===== config.mk =====
export PLATFORM = sky130hd
export DESIGN_NAME = fwd_hazard_unit_flat
export DESIGN_NICKNAME = d
export VERILOG_FILES = /design/src/rtl/fwd_hazard_unit_if.sv /design/src/rtl/fwd_hazard_unit.sv /design/src/flat_wrapper.sv
export SDC_FILE = /design/constraint.sdc
export NUM_CORES = 1
export LEC_CHECK = 0
export CAP_MARGIN = 30
export CORE_ASPECT_RATIO = 1.5
export CORE_MARGIN = 2
export CORE_UTILIZATION = 40
export DETAILED_ROUTE_END_ITERATION = 12
export MAX_ROUTING_LAYER = met4
export PLACE_DENSITY = 0.69
export SETUP_SLACK_MARGIN = 0.5
export SKIP_LAST_GASP = 1
export SYNTH_ARGS = -nofsm -noshare
export SYNTH_HDL_FRONTEND = slang
export SYNTH_SLANG_ARGS = --single-unit

===== constraint.sdc =====
create_clock -name clock_in -period 2.46 [get_ports clock_in]
set_input_delay 0.492 -clock clock_in [delete_from_list [all_inputs] [get_ports clock_in]]
set_output_delay 0.492 -clock clock_in [all_outputs]
set_load 0.1 [all_outputs]

===== src/rtl/fwd_hazard_unit_if.sv =====
// Signal bundle between the ID stage (master) and fwd_hazard_unit (slave).
// The perf counter outputs exist only when FWD_HAZARD_PERF_EN is defined.
interface fwd_hazard_unit_if #(
    parameter int unsigned NUM_SRC    = 2,
    parameter int unsigned NUM_STAGES = 3,
    parameter int unsigned ADDR_W     = 5
);
    localparam int unsigned SEL_W = $clog2(NUM_STAGES + 1);

    logic [NUM_SRC*ADDR_W-1:0] fwd_src_addr_in;
    logic [NUM_SRC-1:0]        fwd_src_valid_in;
    logic                      fwd_issue_valid_in;
    logic [ADDR_W-1:0]         fwd_issue_rd_addr_in;
    logic                      fwd_issue_wen_in;
    logic                      fwd_issue_load_in;
    logic                      fwd_flush_in;
    logic [NUM_SRC*SEL_W-1:0]  fwd_mux_sel_out;
    logic                      fwd_stall_out;

`ifdef FWD_HAZARD_PERF_EN
    logic [31:0] fwd_stall_cnt_out;
    logic [31:0] fwd_fwd_cnt_out;

    modport master (
        output fwd_src_addr_in, fwd_src_valid_in, fwd_issue_valid_in, fwd_issue_rd_addr_in,
               fwd_issue_wen_in, fwd_issue_load_in, fwd_flush_in,
        input  fwd_mux_sel_out, fwd_stall_out, fwd_stall_cnt_out, fwd_fwd_cnt_out
    );

    modport slave (
        input  fwd_src_addr_in, fwd_src_valid_in, fwd_issue_valid_in, fwd_issue_rd_addr_in,
               fwd_issue_wen_in, fwd_issue_load_in, fwd_flush_in,
        output fwd_mux_sel_out, fwd_stall_out, fwd_stall_cnt_out, fwd_fwd_cnt_out
    );
`else
    modport master (
        output fwd_src_addr_in, fwd_src_valid_in, fwd_issue_valid_in, fwd_issue_rd_addr_in,
               fwd_issue_wen_in, fwd_issue_load_in, fwd_flush_in,
        input  fwd_mux_sel_out, fwd_stall_out
    );

    modport slave (
        input  fwd_src_addr_in, fwd_src_valid_in, fwd_issue_valid_in, fwd_issue_rd_addr_in,
               fwd_issue_wen_in, fwd_issue_load_in, fwd_flush_in,
        output fwd_mux_sel_out, fwd_stall_out
    );
`endif
endinterface


===== src/rtl/fwd_hazard_unit.sv =====
// Forwarding select and load-use stall generation for the Core101 pipeline.
// Define FWD_HAZARD_PERF_EN to add stall / forward performance counters.
module fwd_hazard_unit #(
    parameter int unsigned NUM_SRC    = 2,
    parameter int unsigned NUM_STAGES = 3,
    parameter int unsigned ADDR_W     = 5,
    parameter int unsigned LOAD_LAT   = 1
) (
    input  logic             clock_in,
    input  logic             reset_in,
    fwd_hazard_unit_if.slave fwd
);
    localparam int unsigned SEL_W = $clog2(NUM_STAGES + 1);

    logic [NUM_STAGES-1:0]             valid_q, valid_d;
    logic [NUM_STAGES-1:0]             wen_q, wen_d;
    logic [NUM_STAGES-1:0]             load_q, load_d;
    logic [NUM_STAGES-1:0][ADDR_W-1:0] rd_q, rd_d;

    logic [NUM_SRC-1:0][ADDR_W-1:0]     src_addr;
    logic [NUM_SRC-1:0][NUM_STAGES-1:0] match;
    logic [NUM_SRC-1:0]                 load_hazard;
    logic [NUM_SRC-1:0][SEL_W-1:0]      sel;
    logic                               stall;

    assign src_addr = fwd.fwd_src_addr_in;

    always_comb begin
        match = '0;
        for (int i = 0; i < int'(NUM_SRC); i++) begin
            for (int k = 0; k < int'(NUM_STAGES); k++) begin
                match[i][k] = fwd.fwd_src_valid_in[i] && (src_addr[i] != '0) &&
                              valid_q[k] && wen_q[k] && (rd_q[k] == src_addr[i]);
            end
        end
    end

    // Scan oldest to youngest so the youngest matching producer is the last to write.
    always_comb begin
        sel         = '0;
        load_hazard = '0;
        stall       = 1'b0;
        for (int i = 0; i < int'(NUM_SRC); i++) begin
            for (int k = int'(NUM_STAGES) - 1; k >= 0; k--) begin
                if (match[i][k]) begin
                    sel[i]         = SEL_W'(k + 1);
                    load_hazard[i] = load_q[k] && (k < int'(LOAD_LAT));
                end
            end
            if (load_hazard[i]) begin
                sel[i] = '0;
                stall  = 1'b1;
            end
        end
    end

    assign fwd.fwd_mux_sel_out = sel;
    assign fwd.fwd_stall_out   = stall;

    always_comb begin
        valid_d[0] = fwd.fwd_issue_valid_in & ~stall & ~fwd.fwd_flush_in;
        rd_d[0]    = fwd.fwd_issue_rd_addr_in;
        wen_d[0]   = fwd.fwd_issue_wen_in;
        load_d[0]  = fwd.fwd_issue_load_in;
        for (int k = 1; k < int'(NUM_STAGES); k++) begin
            valid_d[k] = valid_q[k-1];
            rd_d[k]    = rd_q[k-1];
            wen_d[k]   = wen_q[k-1];
            load_d[k]  = load_q[k-1];
        end
        if (fwd.fwd_flush_in) begin
            valid_d = '0;
        end
    end

    always_ff @(posedge clock_in or negedge reset_in) begin
        if (!reset_in) begin
            valid_q <= '0;
            rd_q    <= '0;
            wen_q   <= '0;
            load_q  <= '0;
        end else begin
            valid_q <= valid_d;
            rd_q    <= rd_d;
            wen_q   <= wen_d;
            load_q  <= load_d;
        end
    end

`ifdef FWD_HAZARD_PERF_EN
    logic [31:0] stall_cnt_q, stall_cnt_d;
    logic [31:0] fwd_cnt_q, fwd_cnt_d;

    always_comb begin
        stall_cnt_d = stall_cnt_q + {31'd0, stall};
        fwd_cnt_d   = fwd_cnt_q + {31'd0, |sel};
    end

    always_ff @(posedge clock_in or negedge reset_in) begin
        if (!reset_in) begin
            stall_cnt_q <= '0;
            fwd_cnt_q   <= '0;
        end else begin
            stall_cnt_q <= stall_cnt_d;
            fwd_cnt_q   <= fwd_cnt_d;
        end
    end

    assign fwd.fwd_stall_cnt_out = stall_cnt_q;
    assign fwd.fwd_fwd_cnt_out   = fwd_cnt_q;
`endif
endmodule


===== src/flat_wrapper.sv =====
// flat-port wrapper written by rule: the top's interface ports become plain ports
module fwd_hazard_unit_flat 
#(
    parameter int unsigned NUM_SRC    = 2,
    parameter int unsigned NUM_STAGES = 3,
    parameter int unsigned ADDR_W     = 5,
    parameter int unsigned LOAD_LAT   = 1
)
  (clock_in, reset_in, fwd_fwd_src_addr_in, fwd_fwd_src_valid_in, fwd_fwd_issue_valid_in, fwd_fwd_issue_rd_addr_in, fwd_fwd_issue_wen_in, fwd_fwd_issue_load_in, fwd_fwd_flush_in, fwd_fwd_mux_sel_out, fwd_fwd_stall_out);
  fwd_hazard_unit_if #(.NUM_SRC(NUM_SRC), .NUM_STAGES(NUM_STAGES), .ADDR_W(ADDR_W)) fwd_i ();
  input  logic clock_in;
  input  logic reset_in;
  input wire logic [$bits(fwd_i.fwd_src_addr_in)-1:0] fwd_fwd_src_addr_in;
  input wire logic [$bits(fwd_i.fwd_src_valid_in)-1:0] fwd_fwd_src_valid_in;
  input wire logic [$bits(fwd_i.fwd_issue_valid_in)-1:0] fwd_fwd_issue_valid_in;
  input wire logic [$bits(fwd_i.fwd_issue_rd_addr_in)-1:0] fwd_fwd_issue_rd_addr_in;
  input wire logic [$bits(fwd_i.fwd_issue_wen_in)-1:0] fwd_fwd_issue_wen_in;
  input wire logic [$bits(fwd_i.fwd_issue_load_in)-1:0] fwd_fwd_issue_load_in;
  input wire logic [$bits(fwd_i.fwd_flush_in)-1:0] fwd_fwd_flush_in;
  output wire logic [$bits(fwd_i.fwd_mux_sel_out)-1:0] fwd_fwd_mux_sel_out;
  output wire logic [$bits(fwd_i.fwd_stall_out)-1:0] fwd_fwd_stall_out;
  assign fwd_i.fwd_src_addr_in = fwd_fwd_src_addr_in;
  assign fwd_i.fwd_src_valid_in = fwd_fwd_src_valid_in;
  assign fwd_i.fwd_issue_valid_in = fwd_fwd_issue_valid_in;
  assign fwd_i.fwd_issue_rd_addr_in = fwd_fwd_issue_rd_addr_in;
  assign fwd_i.fwd_issue_wen_in = fwd_fwd_issue_wen_in;
  assign fwd_i.fwd_issue_load_in = fwd_fwd_issue_load_in;
  assign fwd_i.fwd_flush_in = fwd_fwd_flush_in;
  assign fwd_fwd_mux_sel_out = fwd_i.fwd_mux_sel_out;
  assign fwd_fwd_stall_out = fwd_i.fwd_stall_out;
  fwd_hazard_unit #(.NUM_SRC(NUM_SRC), .NUM_STAGES(NUM_STAGES), .ADDR_W(ADDR_W), .LOAD_LAT(LOAD_LAT)) u_core (.clock_in(clock_in), .reset_in(reset_in), .fwd(fwd_i));
endmodule

# Word-level counts from Yosys, hierarchy flattened
# Cells that the tools add are included.
[word_totals]
ff_bits = 22
input_bits = 23
wordCells = 51
[op_classes]
n_eq_ne = 6
mux = 13
n_bitwise = 4
n_reduce_logical = 22
[ops]
columns = ["operator", "count"]
rows = [
  ["$eq A5 B5 Y1", 6],
  ["$logic_and A1 B1 Y1", 20],
  ["$mux W2", 8],
  ["$reduce_bool A5 Y1", 2],
  ["$mux W1", 4],
  ["$mux W3", 1],
  ["$and A1 B1 Y1", 2],
  ["$not A1 Y1", 2],
]

# Longest topological paths before layout
# Gate-level depths: netlist of run 1.
[depth]
ltp_word = 12
depth_mapped = 5

# Worst setup path after synthesis of run 1
# OpenSTA, ideal clock, no wires.
[synth_timing]
path_kind = "input -> output"
from = "input fwd_fwd_src_addr_in[5]"
to = "output fwd_fwd_mux_sel_out[3]"
arrival_ns = 2.846
slack_ns = -0.878
path_stages = 4
path_buffers = 0
cell_sequence = "xnor2_1 -> nand4_1 -> or4_2 -> a21oi_1"
[synth_between]
elab_chain_len = 9
elab_cells_between_ends = 19
[synth_lines]
columns = ["item", "line", "rtl"]
rows = [
  ["start, declared", "flat_wrapper.sv:13", "input wire logic [$bits(fwd_i.fwd_src_addr_in)-1:0] fwd_fwd_src_addr_in;"],
  ["$reduce_bool A5 Y1", "fwd_hazard_unit.sv:32", "match[i][k] = fwd.fwd_src_valid_in[i] && (src_addr[i] != '0) &&"],
  ["$logic_and A1 B1 Y1 (2 in series)", "fwd_hazard_unit.sv:32", ""],
  ["$logic_and A1 B1 Y1 (2 in series)", "fwd_hazard_unit.sv:33", "valid_q[k] && wen_q[k] && (rd_q[k] == src_addr[i]);"],
  ["$mux W2 (3 in series)", "fwd_hazard_unit.sv:45", "if (match[i][k]) begin"],
  ["$mux W2 *", "fwd_hazard_unit.sv:50", "if (load_hazard[i]) begin"],
  ["end, declared", "flat_wrapper.sv:20", "output wire logic [$bits(fwd_i.fwd_mux_sel_out)-1:0] fwd_fwd_mux_sel_out;"],
]
# Mark *: on every way between the ends. The rest lies on a longest branch, timed or not.

# Worst setup path in the final report of run 1
[layout_timing]
from = "register u_core.rd_q (netlist bit u_core.rd_d[11])"
to = "output fwd_fwd_mux_sel_out[0]"
[layout_between]
elab_chain_len = 5
[layout_lines]
columns = ["item", "line", "rtl"]
rows = [
  ["start, declared", "fwd_hazard_unit.sv:18", "logic [NUM_STAGES-1:0][ADDR_W-1:0] rd_q, rd_d;"],
  ["start signal, assigned", "fwd_hazard_unit.sv:84", "rd_q <= rd_d;"],
  ["$eq A5 B5 Y1", "fwd_hazard_unit.sv:33", ""],
  ["$logic_and A1 B1 Y1", "fwd_hazard_unit.sv:33", ""],
  ["$mux W2 (2 in series)", "fwd_hazard_unit.sv:45", ""],
  ["$mux W2", "fwd_hazard_unit.sv:50", ""],
]
# Every way passes these cells.

==> flow_summary.yaml, run 1 <==
routing:
  drt_iter0_markers: 7
  drc: 0
  vias_per_cell: 5.142
  ant_nets: 0
  via_count: 833
  first_pass_iters: 4
  routedWlPerCell_um: 15.69
  drt_wl_total_mm: 2.542
floorplan:
  die_x_um: 45.02
  start_util: 0.4168
  boundaryPins: 28
  rows: 22
  core-area_mm2: 0.002422
  die_area_mm2: 0.002950
  die_h_um: 65.54
clock_tree:
  cts_root_buffer: "clkbuf_4"
  cts_buffers: 3
  hold_buffers: 0
  path_clk_slew_ps: 120
  numClockSinks: 22
  htree_levels: 1
  ctsLongestPathBuffers: 2
  clk_latency_ps: 310
  cts_tree: "done"
cells_and_area:
  register_area_um2: 551.8
  post_route_cells_drive_above_1_share: 0.4783
  final_nets: 162
  stdcell_count: 162
  multiInputGateArea_um2: 614.3
  area_delta_synth_final_pct: 73.73
  n_fill_cell: 170
  num_antenna_cells: 0
  postLayoutCellArea_mm2: 0.001754
global_routing:
  overflow: 0
  grt_max_degree: 23
  antenna_found_initial: 0
  grt_pass1_vias: 937
  grt_usage: 0.2065
  grt_pass1_wl_mm: 4.347
timing:
  clock.fmax_ghz: 0.3846
  finalCriticalPeriod_ps: 2600
  maxSlewHeadroom: 0.7496
  finalWorstSetupSlack_ps: -140.2
  setup_viol: 5
  tightest_slew_ps: 372.9
  grt_setup_unrepaired: "yes"
  period_share: 1.057
  hold_viol: 0
  skew_ps: 6.469
  maxSlewViolCount: 0
status:
  failed_checks: "setup timing"
  outcome: "finished, violations left"
critical_path:
  cp_slowest_cell: "or4_4"
  path_buf_inv: 1
  cp.arrival_ps: 2110
  r2r-end: "u_core.valid_q[0]"
  rr_worst_depth: 7
  slowest_delay_ps: 540
  worst_setup_path_end_kind: "primary output"
  r2r_start: "u_core.rd_d[8]"
  start_kind: "flip-flop"
  path_cells: "xnor2_1 -> nand4_1 -> or4_4 -> nor3b_4 -> a21o_4 -> buf_12"
  critPathTopFamily: "simple AND/OR/NAND/NOR gates"
  r2r_slack_ps: 660
  required_ps: 1970
  worstSetupPathType: "flip-flop to primary output"
  worstPathMaxFanout: 2
placed_design:
  place_ws_ps: -500.5
  post-place-cells: 146
  placed_area_mm2: 0.001574
  finalWeightedCongestion: 0.8098
  hpwl_mm: 1.956
  port_buffers: 27
synth:
  synth_cell_types: 19
  synth_area_mm2: 0.001010
  syn_nets: 105
  synth_edf_count: 0
  yosys_warnings: 0
  yosys_register_bits: 22
  synthArstFlopShare: 1.000
  avgSynthCellArea_um2: 12.31
  synth_ff_type: "dfrtp_1"
  synth_cells: 82
  seq_area_frac_synth: 0.5452
hold_path:
  hold_path_end: "u_core.wen_q[1]"
  hold_class: "flip-flop to flip-flop"
  hold_start: "u_core.wen_q[0]"
  min_path_cells: 0
pwr:
  p_per_area_mw_per_mm2: 464.2
  power.leakage_nw: 0.7444
  finalPower_mw: 0.8143
  vdd_drop_max_v: 0.0003960
flow_run:
  drv_cap: 0
## how the worst max path moves through the flow
stage               slack, ps  cells after the start                    from                     end
floorplan                 120                      4  fwd_fwd_src_addr_in[5]  fwd_fwd_mux_sel_out[3]
global placement         -470                      7  fwd_fwd_src_addr_in[3]  fwd_fwd_mux_sel_out[0]
detailed placement       -500                      7  fwd_fwd_src_addr_in[4]  fwd_fwd_mux_sel_out[0]
CTS                      -180                      6         u_core.rd_d[11]  fwd_fwd_mux_sel_out[0]
global route             -200                      6         u_core.rd_q[14]  fwd_fwd_mux_sel_out[1]
finish                   -140                      6         u_core.rd_d[11]  fwd_fwd_mux_sel_out[0]
## kinds of logic (layout without fill, tap and decap cells)
group | after synthesis | after routing | synth area share
flops | 22 | 22 | 0.5452
compound gates | 7 | 7 | 0.04833
xor+xnor | 30 | 30 | 0.2602
simple gates | 22 | 22 | 0.1425
buf+inv | 1 | 57 | 0.003714
## cell usage after synthesis (2+ instances only)
| master | number | area share |
|---|---|---|
| dfrtp_1 | 22 | 0.55 |
| nor4_1 | 2 | 0.012 |
| nor2b_1 | 2 | 0.012 |
| nand4_1 | 6 | 0.037 |
| or4_1 | 5 | 0.037 |
| a21oi_1 | 2 | 0.0099 |
| xnor2_1 | 24 | 0.21 |
| xor2_1 | 6 | 0.052 |
| nand2_1 | 3 | 0.011 |
## state kept, by name (all words and copies together), names as in the netlist
signal          cells
u_core.load_q       1
u_core.rd_d        10
u_core.rd_q         5
u_core.valid_q      3
u_core.wen_q        3
## worst register-to-register path, stage by stage (launching register included)
cell,delay [ps]
dfrtp_1,430
xnor2_1,190
nand4_1,200
nor4_4,430
buf_4,180
o21a_4,140
buf_6,90
nor3b_2,30
## where the power goes
part           leakage [nW]  switching (mW)  total [mW]  internal (mW)
clock                0.0279           0.106       0.270          0.165
sequential            0.260          0.0160       0.395          0.379
combinational         0.456          0.0633       0.148         0.0852
## cell type report
type,instances,area share
inverters,1,0.002140
clock inverters,1,0.01712
well taps,24,0.01712
flip-flops and latches,22,0.3146
repair buffers,52,0.2860
clock buffers,3,0.01284
multi-input cells,59,0.3502
## routing by layer
metal	vias to the layer above	wire, µm	GRT usage
met5	-	0	-
met4	0	24	0.04412
met2	19	1475	0.3625
met1	408	961	0.2460
met3	4	80	0.02747
li1	402	-	-
## placed cells by master (no fill, tap or decap)
cell / instances
clkbuf_2: 1
clkdlybuf4s15_2: 1
nor2_2: 1
dfrtp_1: 21
o21ai_4: 2
nor3b_4: 1
clkdlybuf4s50_1: 10
inv_1: 1
buf_2: 5
clkbuf_4: 3
xnor2_1: 20
xor2_1: 6
bufinv_16: 1
o21a_4: 1
dfrtp_2: 1
nand4_1: 6
nor3b_2: 1
xnor2_2: 4
buf_4: 22
buf_6: 4
a21o_4: 1
nor2b_1: 2
a21oi_4: 2
dlygate4sd2_1: 2
a22o_4: 1
nor4_4: 2
dlymetal6s2s_1: 1
or4_4: 6
nand2_1: 3
buf_12: 6
## stage by stage
stage          TNS (ps)    util  hold WS, ps
2_1_floorplan         0       -        196.4
3_3_place_gp      -2206  0.6498        357.1
3_5_place_dp      -2321  0.6498        367.8
4_1_cts          -528.6  0.6813        395.3
5_1_grt          -941.7  0.7242        415.8
6_report         -517.1  0.7242        392.5
## timing repair
item                                    4_1_cts  5_1_grt
pin swaps                                    16       14
buffers inserted                              2       10
endpoints found under the setup margin        6        6
resized for setup                            40       11
Note: power is estimated with default switching activity, not from simulation.
==> run 2, diff against run 1 <==
- CAP_MARGIN: 30 -> 20
- CORE_MARGIN: 2 -> 4
- PLACE_DENSITY: 0.69 -> 0.67
==> run 2 against run 1 <==
The flow still finishes with violations (setup timing); sequential cell count is the same; cell area is 5.2% lower; setup slack gained 47 ps; via count shrank 3.5%; global-route usage fell by 5.2 points; critical path type is now primary input to primary output; largest power group unchanged.
==> flow_summary.yaml, run 2 (synthesized netlist as in run 1, its figures left out) <==
clock_tree:
  clk_latency_ps: 300
  hold_buffers: 0
  cts_buffers: 3
  numClockSinks: 22
  cts_root_buffer: "clkbuf_4"
  htree_levels: 1
  cts_tree: "done"
  ctsLongestPathBuffers: 2
  path_clk_slew_ps: 110
cells_and_area:
  final_nets: 159
  post_route_cells_drive_above_1_share: 0.4222
  stdcell_count: 159
  final_cell_mix: "24 x xnor2_1, 22 x dfrtp_1, 20 x buf_4"
  final_common_cell: "xnor2_1"
  area_delta_synth_final_pct: 64.68
  largest_reg_flops: 10
  num_antenna_cells: 0
routing:
  drt_wl_total_mm: 2.386
  ant_nets: 0
  via_count: 804
  routedWlPerCell_um: 15.01
  drt_iter0_markers: 4
  first_pass_iters: 2
  drc: 0
  vias_per_cell: 5.057
floorplan:
  rows: 22
  die_x_um: 49.02
  die_h_um: 69.54
  start_util: 0.4168
  core-area_mm2: 0.002422
  boundaryPins: 28
  die_area_mm2: 0.003409
pwr:
  power.leakage_nw: 0.6894
  vdd_drop_max_v: 0.0004037
  p_per_area_mw_per_mm2: 432.1
critical_path:
  r2r-end: "u_core.valid_q[0]"
  rr_worst_depth: 7
  slowest_delay_ps: 550
  worstPathMaxFanout: 4
  required_ps: 1970
  path_cells: "clkbuf_4 -> or4_4 -> o21ai_4 -> nor4_4 -> buf_4 -> buf_4 -> a21oi_4 -> buf_12"
  cpMostUsedCell: "buf_4"
  worstSetupPathType: "primary input to primary output"
  r2r_slack_ps: 770
  start_kind: "primary input"
  r2r_start: "u_core.rd_d[9]"
  cp_slowest_cell: "or4_4"
  cp.arrival_ps: 2060
  worst_setup_path_end_kind: "primary output"
  crit_start: "fwd_fwd_src_addr_in[5]"
global_routing:
  grt_max_degree: 23
  grt_pass1_wl_mm: 4.015
  antenna_found_initial: 0
  grt_usage: 0.1550
  grt_pass1_vias: 858
  overflow: 0
placed_design:
  hpwl_mm: 1.990
  finalWeightedCongestion: 0.7899
  post-place-cells: 147
  port_buffers: 27
timing:
  maxSlewViolCount: 0
  hold_ws_ps: 394.2
  hold_viol: 0
  grt_setup_unrepaired: "yes"
  period_share: 1.038
  skew_ps: 4.604
  maxSlewHeadroom: 0.7924
  finalCriticalPeriod_ps: 2553
  finalWorstSetupSlack_ps: -93.47
  tightest_slew_ps: 309.1
  setup_viol: 5
  clock.fmax_ghz: 0.3916
status:
  failed_checks: "setup timing"
  outcome: "finished, violations left"
hold_path:
  hold_class: "flip-flop to flip-flop"
  min_path_cells: 0
  hold_path_end: "u_core.wen_q[1]"
  hold_start: "u_core.wen_q[0]"
flow_run:
  drv_cap: 0
==> run 2: cell types whose count changed in the layout (fill, tap and decap cells not counted), sizes merged <==
| cell | delta |
|---|---|
| dlymetal6s2s | -1 |
| buf | -4 |
| dlygate4sd2 | +1 |
| clkbuf | +1 |
| bufinv | -1 |
| clkdlybuf4s15 | +1 |
==> run 2: metal layers <==
metal / part of all wire / vias up / track usage
li1: - / 392 / -
met1: 0.37 / 388 / 0.1708
met2: 0.57 / 18 / 0.2703
met3: 0.030 / 6 / 0.02366
met4: 0.021 / 0 / 0.06587
met5: 0 / - / -
==> run 2: report_power, final <==
part | internal (mW) | switching, mW | leakage [nW]
Sequential | 0.379 | 0.0154 | 0.261
Clock | 0.0903 | 0.0999 | 0.0210
Combinational | 0.0763 | 0.0575 | 0.407
==> run 2: stage by stage <==
step	worst slack (ps)	TNS, ps	util	total power [mW]	cell area (µm²)
2_1_floorplan	124.8	0	-	0.4563	1126
5_1_grt	-161.9	-552.1	0.6865	0.7542	1663
3_5_place_dp	-480.9	-2232	0.6529	0.5362	1582
4_1_cts	-127.0	-407.2	0.6550	0.7202	1587
6_report	-93.47	-280.0	0.6865	0.7185	1663
3_3_place_gp	-485.2	-2193	0.6529	0.5332	1582
==> run 2: repair_timing <==
item | 4_1_cts | 5_1_grt
buffers inserted | 0 | 8
resized for setup | 37 | 7
setup endpoints to repair | 6 | 5
pin swaps | 16 | 11
==> run 2: worst max-delay path: cells and delay by family <==
| kind | cells | cell delay [ps] |
|---|---|---|
| simple gates | 2 | 620 |
| compound gates | 2 | 340 |
| buf+inv | 4 | 620 |
==> run 2: final cells by class <==
cell class / instances / area [µm²]
tap: 24 / 30.03
inverter: 1 / 3.754
clock buffer: 4 / 36.28
sequential: 22 / 550.5
fill: 195 / 759.5
multi-input combinational: 59 / 578.1
timing repair buffer: 49 / 464.2
==> run 2: how the worst max path moves through the flow <==
stage | slack, ps | end
floorplan | 120 | fwd_fwd_mux_sel_out[3]
global placement | -490 | fwd_fwd_mux_sel_out[2]
detailed placement | -480 | fwd_fwd_mux_sel_out[2]
CTS | -130 | fwd_fwd_mux_sel_out[0]
global route | -160 | fwd_fwd_mux_sel_out[3]
finish | -90 | fwd_fwd_mux_sel_out[3]
==> run 3, diff against run 2 <==
- MAX_ROUTING_LAYER: met4 -> not set
==> run 3 against run 2 <==
The run still ends with setup timing left; sequential share of layout area unchanged; final cell count unchanged; core utilization is the same; sequential power is essentially flat; fmax is the same; via count did not move; register-to-register slack about the same; global-route usage shrank 0.41 points; sequential cell count unchanged; cell area is the same; clock power about the same; worst hold slack is essentially flat; largest cell class unchanged.
==> flow_summary.yaml, run 3 (synthesized netlist as in run 1, its figures left out) <==
placed_design:
  finalWeightedCongestion: 0.7792
  placed_area_mm2: 0.001582
  hpwl_mm: 1.990
  port_buffers: 27
hold_path:
  hold_class: "flip-flop to flip-flop"
global_routing:
  grt_pass1_wl_mm: 4.008
  grt_pass1_vias: 858
  grt_usage: 0.1509
  grt_max_degree: 23
  overflow: 0
  antenna_found_initial: 0
critical_path:
  cpMostUsedCell: "buf_4"
  cp_slowest_cell: "or4_4"
  required_ps: 1970
  worstPathMaxFanout: 4
  critPathTopFamily: "simple AND/OR/NAND/NOR gates"
  slowest_delay_ps: 550
  worst_setup_path_end_kind: "primary output"
  r2r_slack_ps: 770
  path_cells: "clkbuf_4 -> or4_4 -> o21ai_4 -> nor4_4 -> buf_4 -> buf_4 -> a21oi_4 -> buf_12"
  start_kind: "primary input"
  path_buf_inv: 4
  cp.arrival_ps: 2060
  worstSetupPathType: "primary input to primary output"
timing:
  hold_viol: 0
  finalCriticalPeriod_ps: 2553
  hold_ws_ps: 394.1
  period_share: 1.038
  final.setup.tns_ps: -280.0
  setup_viol: 5
  skew_ps: 4.582
  maxSlewHeadroom: 0.7924
  finalWorstSetupSlack_ps: -93.47
  clock.fmax_ghz: 0.3916
  tightest_slew_ps: 309.1
  grt_setup_unrepaired: "yes"
  maxSlewViolCount: 0
pwr:
  p_seq_frac: 0.549
  switchingPower_mw: 0.1727
  finalPower_mw: 0.7184
  power_frac_comb: 0.186
  vdd_drop_max_v: 0.0004037
  netSwitchingFraction: 0.2404
  power.leakage_nw: 0.6894
  p_int_mw: 0.5457
  p_per_area_mw_per_mm2: 432.1
  clkPwrFrac: 0.265
floorplan:
  start_util: 0.4168
  die_x_um: 49.02
  rows: 22
  boundaryPins: 28
  die_area_mm2: 0.003409
  core-area_mm2: 0.002422
  die_h_um: 69.54
clock_tree:
  cts_buffers: 3
  hold_buffers: 0
  numClockSinks: 22
  ctsLongestPathBuffers: 2
  cts_root_buffer: "clkbuf_4"
  path_clk_slew_ps: 110
  clk_latency_ps: 300
  cts_tree: "done"
  htree_levels: 1
cells_and_area:
  final_common_cell: "xnor2_1"
  final_cell_mix: "24 x xnor2_1, 22 x dfrtp_1, 20 x buf_4"
  final_util: 0.6865
  postLayoutCellArea_mm2: 0.001663
  final_nets: 159
  num_antenna_cells: 0
  largest_reg_flops: 10
  post_route_cells_drive_above_1_share: 0.4222
  area_delta_synth_final_pct: 64.68
routing:
  routedWlPerCell_um: 15.01
  first_pass_iters: 2
  ant_nets: 0
  drt_iter0_markers: 4
  drt_wl_total_mm: 2.386
  drc: 0
  vias_per_cell: 5.057
  via_count: 804
status:
  failed_checks: "setup timing"
  outcome: "finished, violations left"
flow_run:
  drv_cap: 0
run 3: cell type report:
class | count | area (µm²)
fill | 195 | 759.5
multi-input combinational | 59 | 578.1
sequential | 22 | 550.5
timing repair buffer | 49 | 464.2
clock buffer | 4 | 36.28
tap | 24 | 30.03
inverter | 1 | 3.754
run 3: metrics by stage:
step                      std cells  worst slack [ps]
after CTS                       151            -127.0
after detailed placement        147            -480.9
final                           159            -93.47
after global placement          147            -485.2
after floorplan                  82             124.8
after global routing            159            -161.9
run 3: worst paths after layout:
path / cells past startpoint / end / startpoint
setup / recovery: 8 / fwd_fwd_mux_sel_out[3] / fwd_fwd_src_addr_in[5]
max in group asynchronous: 2 / u_core.rd_d[14] / reset_in
min in group asynchronous: 2 / u_core.wen_q[1] / reset_in
hold / removal: 0 / u_core.wen_q[1] / u_core.wen_q[0]
setup reg to reg: 7 / u_core.valid_q[0] / u_core.rd_d[9]
hold reg to reg: 0 / u_core.wen_q[1] / u_core.wen_q[0]
run 3: worst reg2reg max path, stage by stage (launching register included):
cell	delay (ps)
dfrtp_1	430
xnor2_1	190
nand4_1	160
nor4_4	370
buf_4	170
o21a_4	140
buf_4	100
nor3b_2	30
run 3: repair_timing:
item                                    CTS  global route
buffers inserted                          0             8
pin swaps                                16            11
resized for setup                        37             7
endpoints found under the setup margin    6             5
run 3: power by group through the flow:
stage,Clock (mW),Sequential (mW),Combinational [mW]
3_3_place_gp,0,0.402,0.131
3_5_place_dp,0,0.403,0.133
2_1_floorplan,0,0.399,0.0575
6_report,0.190,0.395,0.134
5_1_grt,0.212,0.397,0.145
4_1_cts,0.197,0.396,0.127
run 3: routing by layer:
layer	routed length [µm]	track usage
met1	890	0.1708
met2	1371	0.2703
met5	0	0
met3	72	0.02366
met4	51	0.06587
